`src/rtl/tvg_curve_gen_if.sv`:
```
// Point bus from the TVG curve sequencer to the four-channel DAC serializer.
// The sequencer drives the point and o_vld; the DAC stage answers with i_rdy.
interface tvg_dac_if;
   localparam int unsigned CH_W = 10;

   logic [CH_W-1:0] o_data_0a;
   logic [CH_W-1:0] o_data_0b;
   logic [CH_W-1:0] o_data_1a;
   logic [CH_W-1:0] o_data_1b;
   logic            o_vld;
   logic            i_rdy;

   modport master (
      output o_data_0a,
      output o_data_0b,
      output o_data_1a,
      output o_data_1b,
      output o_vld,
      input  i_rdy
   );

   modport slave (
      input  o_data_0a,
      input  o_data_0b,
      input  o_data_1a,
      input  o_data_1b,
      input  o_vld,
      output i_rdy
   );
endinterface

```
`src/rtl/tvg_curve_gen.sv`:
```
// Time-varied-gain curve sequencer: plays a table of four-channel gain points
// to the DAC stage on each shot sync, one point per programmed period.
// Optional feature macro TVG_PARK_EN: after the last point, present one
// all-zero park point before returning to idle.
module tvg_curve_gen #(
   parameter int unsigned ADDR_W   = 6,
   parameter int unsigned PERIOD_W = 16
) (
   input  logic                clk,
   input  logic                rst_n,
   input  logic                i_wr_en,
   input  logic [ADDR_W-1:0]   i_wr_addr,
   input  logic [39:0]         i_wr_data,
   input  logic                i_sync,
   input  logic [ADDR_W-1:0]   i_len,
   input  logic [PERIOD_W-1:0] i_period,
   tvg_dac_if.master           dac,
   output logic                o_busy,
   output logic                o_done
);

   localparam int unsigned CH_W   = 10;
   localparam int unsigned WORD_W = 4 * CH_W;
   localparam int unsigned DEPTH  = 1 << ADDR_W;

   typedef enum logic [2:0] {
      ST_IDLE = 3'd0,
      ST_READ = 3'd1,
      ST_SEND = 3'd2,
`ifdef TVG_PARK_EN
      ST_WAIT = 3'd3,
      ST_PARK = 3'd4
`else
      ST_WAIT = 3'd3
`endif
   } state_e;

   state_e              state_q, state_d;
   logic [ADDR_W-1:0]   addr_q, addr_d;
   logic [ADDR_W-1:0]   len_q, len_d;
   logic [PERIOD_W-1:0] period_q, period_d;
   logic [PERIOD_W-1:0] cnt_q, cnt_d;
   logic [WORD_W-1:0]   data_q, data_d;
   logic                vld_q, vld_d;
   logic                busy_q, busy_d;
   logic                done_c;
   logic                xfer_c;
   logic [WORD_W-1:0]   mem_q [DEPTH];

   assign xfer_c = vld_q & dac.i_rdy;

   // Curve table write port; contents survive reset and are never cleared.
   always_ff @(posedge clk) begin
      if (i_wr_en) begin
         mem_q[i_wr_addr] <= i_wr_data;
      end
   end

   // State and datapath registers.
   always_ff @(posedge clk or negedge rst_n) begin
      if (!rst_n) begin
         state_q  <= ST_IDLE;
         addr_q   <= '0;
         len_q    <= '0;
         period_q <= '0;
         cnt_q    <= '0;
         data_q   <= '0;
         vld_q    <= 1'b0;
         busy_q   <= 1'b0;
      end else begin
         state_q  <= state_d;
         addr_q   <= addr_d;
         len_q    <= len_d;
         period_q <= period_d;
         cnt_q    <= cnt_d;
         data_q   <= data_d;
         vld_q    <= vld_d;
         busy_q   <= busy_d;
      end
   end

   // Next-state, table read (the data register is the RAM read register),
   // and the final-transfer strobe.
   always_comb begin
      state_d  = state_q;
      addr_d   = addr_q;
      len_d    = len_q;
      period_d = period_q;
      cnt_d    = cnt_q;
      data_d   = data_q;
      done_c   = 1'b0;

      case (state_q)
         ST_IDLE: begin
            if (i_sync) begin
               len_d    = i_len;
               period_d = i_period;
               addr_d   = '0;
               state_d  = ST_READ;
            end
         end

         ST_READ: begin
            // Registered read of the old word even if the same address is written now.
            data_d  = mem_q[addr_q];
            state_d = ST_SEND;
         end

         ST_SEND: begin
            if (xfer_c) begin
               if (addr_q == len_q) begin
`ifdef TVG_PARK_EN
                  state_d = ST_PARK;
                  if (!i_sync) begin
                     data_d = '0;
                  end
`else
                  state_d = ST_IDLE;
                  done_c  = ~i_sync;
`endif
               end else begin
                  addr_d  = addr_q + ADDR_W'(1);
                  cnt_d   = period_q;
                  state_d = (period_q != '0) ? ST_WAIT : ST_READ;
               end
            end
         end

         ST_WAIT: begin
            if (cnt_q <= PERIOD_W'(1)) begin
               state_d = ST_READ;
            end else begin
               cnt_d = cnt_q - PERIOD_W'(1);
            end
         end

`ifdef TVG_PARK_EN
         ST_PARK: begin
            if (xfer_c) begin
               state_d = ST_IDLE;
               done_c  = ~i_sync;
            end
         end
`endif

         default: begin
            state_d = ST_IDLE;
         end
      endcase

      // A sync outside idle restarts the curve; any transfer this cycle still completes.
      if ((state_q != ST_IDLE) && i_sync) begin
         len_d    = i_len;
         period_d = i_period;
         addr_d   = '0;
         state_d  = ST_READ;
      end
   end

   // Valid and busy are registered decodes of the next state.
   always_comb begin
      vld_d  = (state_d == ST_SEND);
`ifdef TVG_PARK_EN
      vld_d  = vld_d | (state_d == ST_PARK);
`endif
      busy_d = (state_d != ST_IDLE);
   end

   assign dac.o_data_0a = data_q[0*CH_W +: CH_W];
   assign dac.o_data_0b = data_q[1*CH_W +: CH_W];
   assign dac.o_data_1a = data_q[2*CH_W +: CH_W];
   assign dac.o_data_1b = data_q[3*CH_W +: CH_W];
   assign dac.o_vld     = vld_q;
   assign o_busy        = busy_q;
   assign o_done        = done_c;

endmodule
```
`src/flat_wrapper.sv`:
```
// flat-port wrapper written by rule: the top's interface ports become plain ports
module tvg_curve_gen_flat 
#(
   parameter int unsigned ADDR_W   = 6,
   parameter int unsigned PERIOD_W = 16
)
  (clk, rst_n, i_wr_en, i_wr_addr, i_wr_data, i_sync, i_len, i_period, o_busy, o_done, dac_o_data_0a, dac_o_data_0b, dac_o_data_1a, dac_o_data_1b, dac_o_vld, dac_i_rdy);
  tvg_dac_if dac_i ();
  input  logic clk;
  input  logic rst_n;
  input  logic i_wr_en;
  input  logic [ADDR_W-1:0] i_wr_addr;
  input  logic [39:0] i_wr_data;
  input  logic i_sync;
  input  logic [ADDR_W-1:0] i_len;
  input  logic [PERIOD_W-1:0] i_period;
  output logic o_busy;
  output logic o_done;
  output wire logic [$bits(dac_i.o_data_0a)-1:0] dac_o_data_0a;
  output wire logic [$bits(dac_i.o_data_0b)-1:0] dac_o_data_0b;
  output wire logic [$bits(dac_i.o_data_1a)-1:0] dac_o_data_1a;
  output wire logic [$bits(dac_i.o_data_1b)-1:0] dac_o_data_1b;
  output wire logic [$bits(dac_i.o_vld)-1:0] dac_o_vld;
  input wire logic [$bits(dac_i.i_rdy)-1:0] dac_i_rdy;
  assign dac_o_data_0a = dac_i.o_data_0a;
  assign dac_o_data_0b = dac_i.o_data_0b;
  assign dac_o_data_1a = dac_i.o_data_1a;
  assign dac_o_data_1b = dac_i.o_data_1b;
  assign dac_o_vld = dac_i.o_vld;
  assign dac_i.i_rdy = dac_i_rdy;
  tvg_curve_gen #(.ADDR_W(ADDR_W), .PERIOD_W(PERIOD_W)) u_core (.clk(clk), .rst_n(rst_n), .i_wr_en(i_wr_en), .i_wr_addr(i_wr_addr), .i_wr_data(i_wr_data), .i_sync(i_sync), .i_len(i_len), .i_period(i_period), .dac(dac_i), .o_busy(o_busy), .o_done(o_done));
endmodule
```
`config.mk`:
```
export PLATFORM = sky130hd
export DESIGN_NAME = tvg_curve_gen_flat
export DESIGN_NICKNAME = d
export VERILOG_FILES = /design/src/rtl/tvg_curve_gen_if.sv /design/src/rtl/tvg_curve_gen.sv /design/src/flat_wrapper.sv
export SDC_FILE = /design/constraint.sdc
export NUM_CORES = 2
export LEC_CHECK = 0
export CAP_MARGIN = 20
export CORE_MARGIN = 2
export CORE_UTILIZATION = 45
export DETAILED_ROUTE_END_ITERATION = 6
export PLACE_DENSITY = 0.58
export SYNTH_ARGS = -nofsm -noshare
export SYNTH_HDL_FRONTEND = slang
export SYNTH_SLANG_ARGS = --single-unit
```
`constraint.sdc`:
```
create_clock -name clk -period 6.3 [get_ports clk]
set_clock_uncertainty 0.1 [all_clocks]
set_input_delay 1.26 -clock clk [delete_from_list [all_inputs] [get_ports clk]]
set_output_delay 1.26 -clock clk [all_outputs]
set_load 0.005 [all_outputs]
```
==> impl_metrics.tcl <==
set metrics [dict create \
    hold_violations 0 \
    synth_nets 4693 \
    wire_per_inst_um 32.7 \
    p_per_area_nw_per_um2 314 \
    endpoint_kind "output pin" \
    num_rows 174 \
    slew_violations 0 \
    areaGrowthSynthToFinish_pct 14.3 \
    drc_errors 0 \
    dpl.hpwl_um 154000 \
    grt_overflow_total 0 \
    synth-seq-cells 2649 \
    initial_utilization_pct 45.2 \
    ys_warn_count 0 \
    worstSetupPathType "register to output pin" \
    startpoint_type "register" \
    cts_buffers 290 \
    ctsHoldBuffers 0 \
    clk_pin_slew_worst_paths_ns 0.06 \
    final_util_pct 51.6 \
    r2r-end "u_core.data_q[34]$_DFFE_PN0P_" \
    ys_async_sr_fraction_pct 3.36 \
    reg2reg_depth 7 \
    status "finished, final reports clean" \
    die_w_um 478 \
    final-setup-viol-count 0 \
    drv_cap 0 \
    worst_slew_pin_slew_ns 1.17 \
    grt_pass1_vias 49224 \
    finalCritPeriodShare_pct 76.5 \
    max_clock_freq_mhz 207 \
    syn_inst 4617 \
    yosys.cell_types.count 70 \
    cts-resized-gates 0 \
    grt_max_degree 96 \
    cts_max_level 5 \
    synth_edf_count 2560 \
    path_max_fanout 28 \
    dr.pass1.iters 5 \
    die_h_um 478 \
    first_iter_violations 5648 \
    vias 49364 \
    cpMaxStageDelayCell "dfrtp_4" \
    fin_setup_tns_ns 0 \
    io_pins 116 \
    insertion_delay_ns 0.92 \
    antenna_found_initial 21 \
    antenna_left 0 \
    finalCriticalPeriod_ns 4.82 \
    ir_drop_mv 0.220 \
    routed_wirelength_um 267000 \
    regToRegSetupSlack_ns 1.86 \
    cts_root_buffer "clkbuf_16" \
    syn-cell-area_um2 101000 \
    io_buffers 115 \
    nets 5029 \
    gp_congestion 0.806 \
    arrival_ns 3.46 \
    core-area_um2 224000 \
    slew_headroom_pct 21.8 \
    ys_seq_area_share_pct 78.1 \
    rr_startpoint "u_core.addr_q[0]$_DFFE_PN0P_" \
    drive_gt1_share_pct 25.8 \
    cp_slowest_stage_delay_ns 0.89 \
    leakagePower_nw 34.6 \
    crit_chain "xor2_1 -> nor4_4 -> nand2_2 -> nor3_1 -> clkdlybuf4s50_1" \
    clockBufferDepth 4 \
    hold_path.class "input pin to async pin" \
    routed_via_density 6.05 \
    synth_ff_type "edfxtp_1" \
    required_ns 4.94 \
    dieArea_um2 229000 \
    track_usage_pct 23.2 \
    rsz0062_at_grt "no" \
    cts_setup_buffers 0 \
    cts_sinks 2649 \
    cts_tree "yes" \
    avgSynthCellArea_um2 21.9 \
    grt_pass1_wl_um 378000 \
]
## flip-flops by register name (all words and copies together) (netlist names)
register / cells
u_core.mem_q: 2560
u_core.o_busy: 1
u_core.cnt_q: 16
u_core.dac.o_vld: 1
u_core.addr_q: 6
u_core.state_q: 3
u_core.data_q: 40
u_core.period_q: 16
u_core.len_q: 6
## power breakdown
part	internal, W	total (W)	switching (W)
combinational	0.000235	0.000810	0.000574
clock	0.00927	0.0159	0.00659
sequential	0.0195	0.0197	0.000137
## Yosys cell counts, types with 4 or more instances
cell / n / area share (%)
nor2b_1: 13 / 0.080
clkbuf_1: 103 / 0.38
o221ai_1: 6 / 0.052
nand4_1: 9 / 0.056
nand3b_1: 8 / 0.059
buf_6: 10 / 0.11
buf_1: 16 / 0.059
a211oi_1: 37 / 0.27
a22oi_1: 16 / 0.12
a31oi_1: 6 / 0.037
nor2_1: 223 / 0.83
buf_4: 39 / 0.29
o21ai_0: 49 / 0.24
nor3_1: 59 / 0.29
edfxtp_1: 2560 / 76
or3b_2: 6 / 0.052
nand2b_1: 9 / 0.056
o22ai_1: 138 / 0.85
xor2_1: 6 / 0.052
dfrtp_1: 89 / 2.2
mux2_2: 49 / 0.54
a21oi_1: 49 / 0.24
mux2i_1: 201 / 2.0
inv_1: 9 / 0.033
or3_1: 4 / 0.025
buf_2: 86 / 0.42
nand3_1: 25 / 0.12
and2_1: 4 / 0.025
a221o_1: 32 / 0.32
nor4_1: 7 / 0.043
o211ai_1: 28 / 0.21
xnor2_1: 5 / 0.043
nand2_1: 59 / 0.22
and3_1: 6 / 0.037
mux4_2: 593 / 13
o2bb2ai_1: 9 / 0.078
## critical path: cells and delay by family (launching register included)
kind / cells / cell delay (ns)
XOR/XNOR: 1 / 0.21
buffers and inverters: 1 / 0.55
flip-flops: 1 / 0.89
AND/OR/NAND/NOR: 3 / 0.92
## cell families (layout without fill, tap and decap cells)
family / Yosys count / count (layout) / synth area share, %
compound gates: 400 / 400 / 2.72
xor+xnor: 11 / 11 / 0.0951
fa+ha+maj: 3 / 3 / 0.0371
buf+inv: 264 / 804 / 1.30
flops: 2649 / 2649 / 78.1
mux: 843 / 843 / 15.7
other cells: 1 / 7 / 0.00370
simple gates: 446 / 446 / 2.02
## routing by layer
layer  share of wire (%)  vias up  track usage [%]
li1                    -    20135                -
met1                  42    26812             33.9
met2                  48     2038             36.5
met3                 7.3      375             3.87
met4                 2.3        4             5.81
met5               0.010        -                0
## worst max path at each step
stage                                  from                        endpoint  slack [ns]  cells past startpoint
6_report       u_core.addr_q[2]$_DFFE_PN0P_                          o_done        1.48                      5
5_1_grt        u_core.addr_q[0]$_DFFE_PN0P_                          o_done        1.22                      5
4_1_cts        u_core.addr_q[0]$_DFFE_PN0P_                          o_done        1.36                      5
3_5_place_dp                        i_wr_en  u_core.mem_q[10][22]$_DFFE_PP_        1.62                      5
3_3_place_gp                   i_wr_addr[2]  u_core.mem_q[29][25]$_DFFE_PP_        1.56                      5
2_1_floorplan                  i_wr_addr[3]   u_core.mem_q[10][0]$_DFFE_PP_        1.98                      4
## area by class of cell
type                       instances  area [um^2]
antenna                            6         15.0
clock buffer                     381         7910
clock inverter                   115          833
fill                           17557       109000
inverter                           9         33.8
multi-input combinational       1704        21400
sequential                      2649        79100
tap                             2992         3740
timing repair buffer             299         2690
## cell usage in the layout (no fill, tap or decap), types with 12 or more instances in the layout
| master | netlist | layout |
|---|---|---|
| clkbuf_16 | 0 | 298 |
| clkinv_2 | 0 | 37 |
| bufinv_16 | 0 | 12 |
| a211oi_1 | 37 | 37 |
| buf_4 | 39 | 165 |
| nor2_1 | 223 | 159 |
| clkbuf_8 | 0 | 14 |
| mux4_2 | 593 | 593 |
| buf_2 | 86 | 31 |
| edfxtp_1 | 2560 | 2560 |
| a22oi_1 | 16 | 16 |
| dfrtp_1 | 89 | 84 |
| buf_12 | 0 | 27 |
| mux2_2 | 49 | 49 |
| nor3_1 | 59 | 53 |
| a221o_1 | 32 | 32 |
| nand3_1 | 25 | 24 |
| nor2b_1 | 13 | 13 |
| mux2i_1 | 201 | 201 |
| clkbuf_1 | 103 | 69 |
| nand2_1 | 59 | 58 |
| o22ai_1 | 138 | 138 |
| clkdlybuf4s50_1 | 0 | 74 |
| nor2_4 | 1 | 65 |
| o21ai_0 | 49 | 49 |
| a21oi_1 | 49 | 49 |
| clkinv_1 | 0 | 59 |
| o211ai_1 | 28 | 28 |
## through the flow
step	power (W)	std cells	area [um^2]	setup slack [ns]	hold slack (ns)
2_1_floorplan	0.0202	4617	101000	1.98	0.350
3_3_place_gp	0.0208	7650	107000	1.56	0.371
3_5_place_dp	0.0208	7651	107000	1.62	0.378
4_1_cts	0.0366	8147	116000	1.36	0.336
5_1_grt	0.0373	8152	116000	1.22	0.386
6_report	0.0363	8155	116000	1.48	0.349
(Power assumes the default switching activity.)
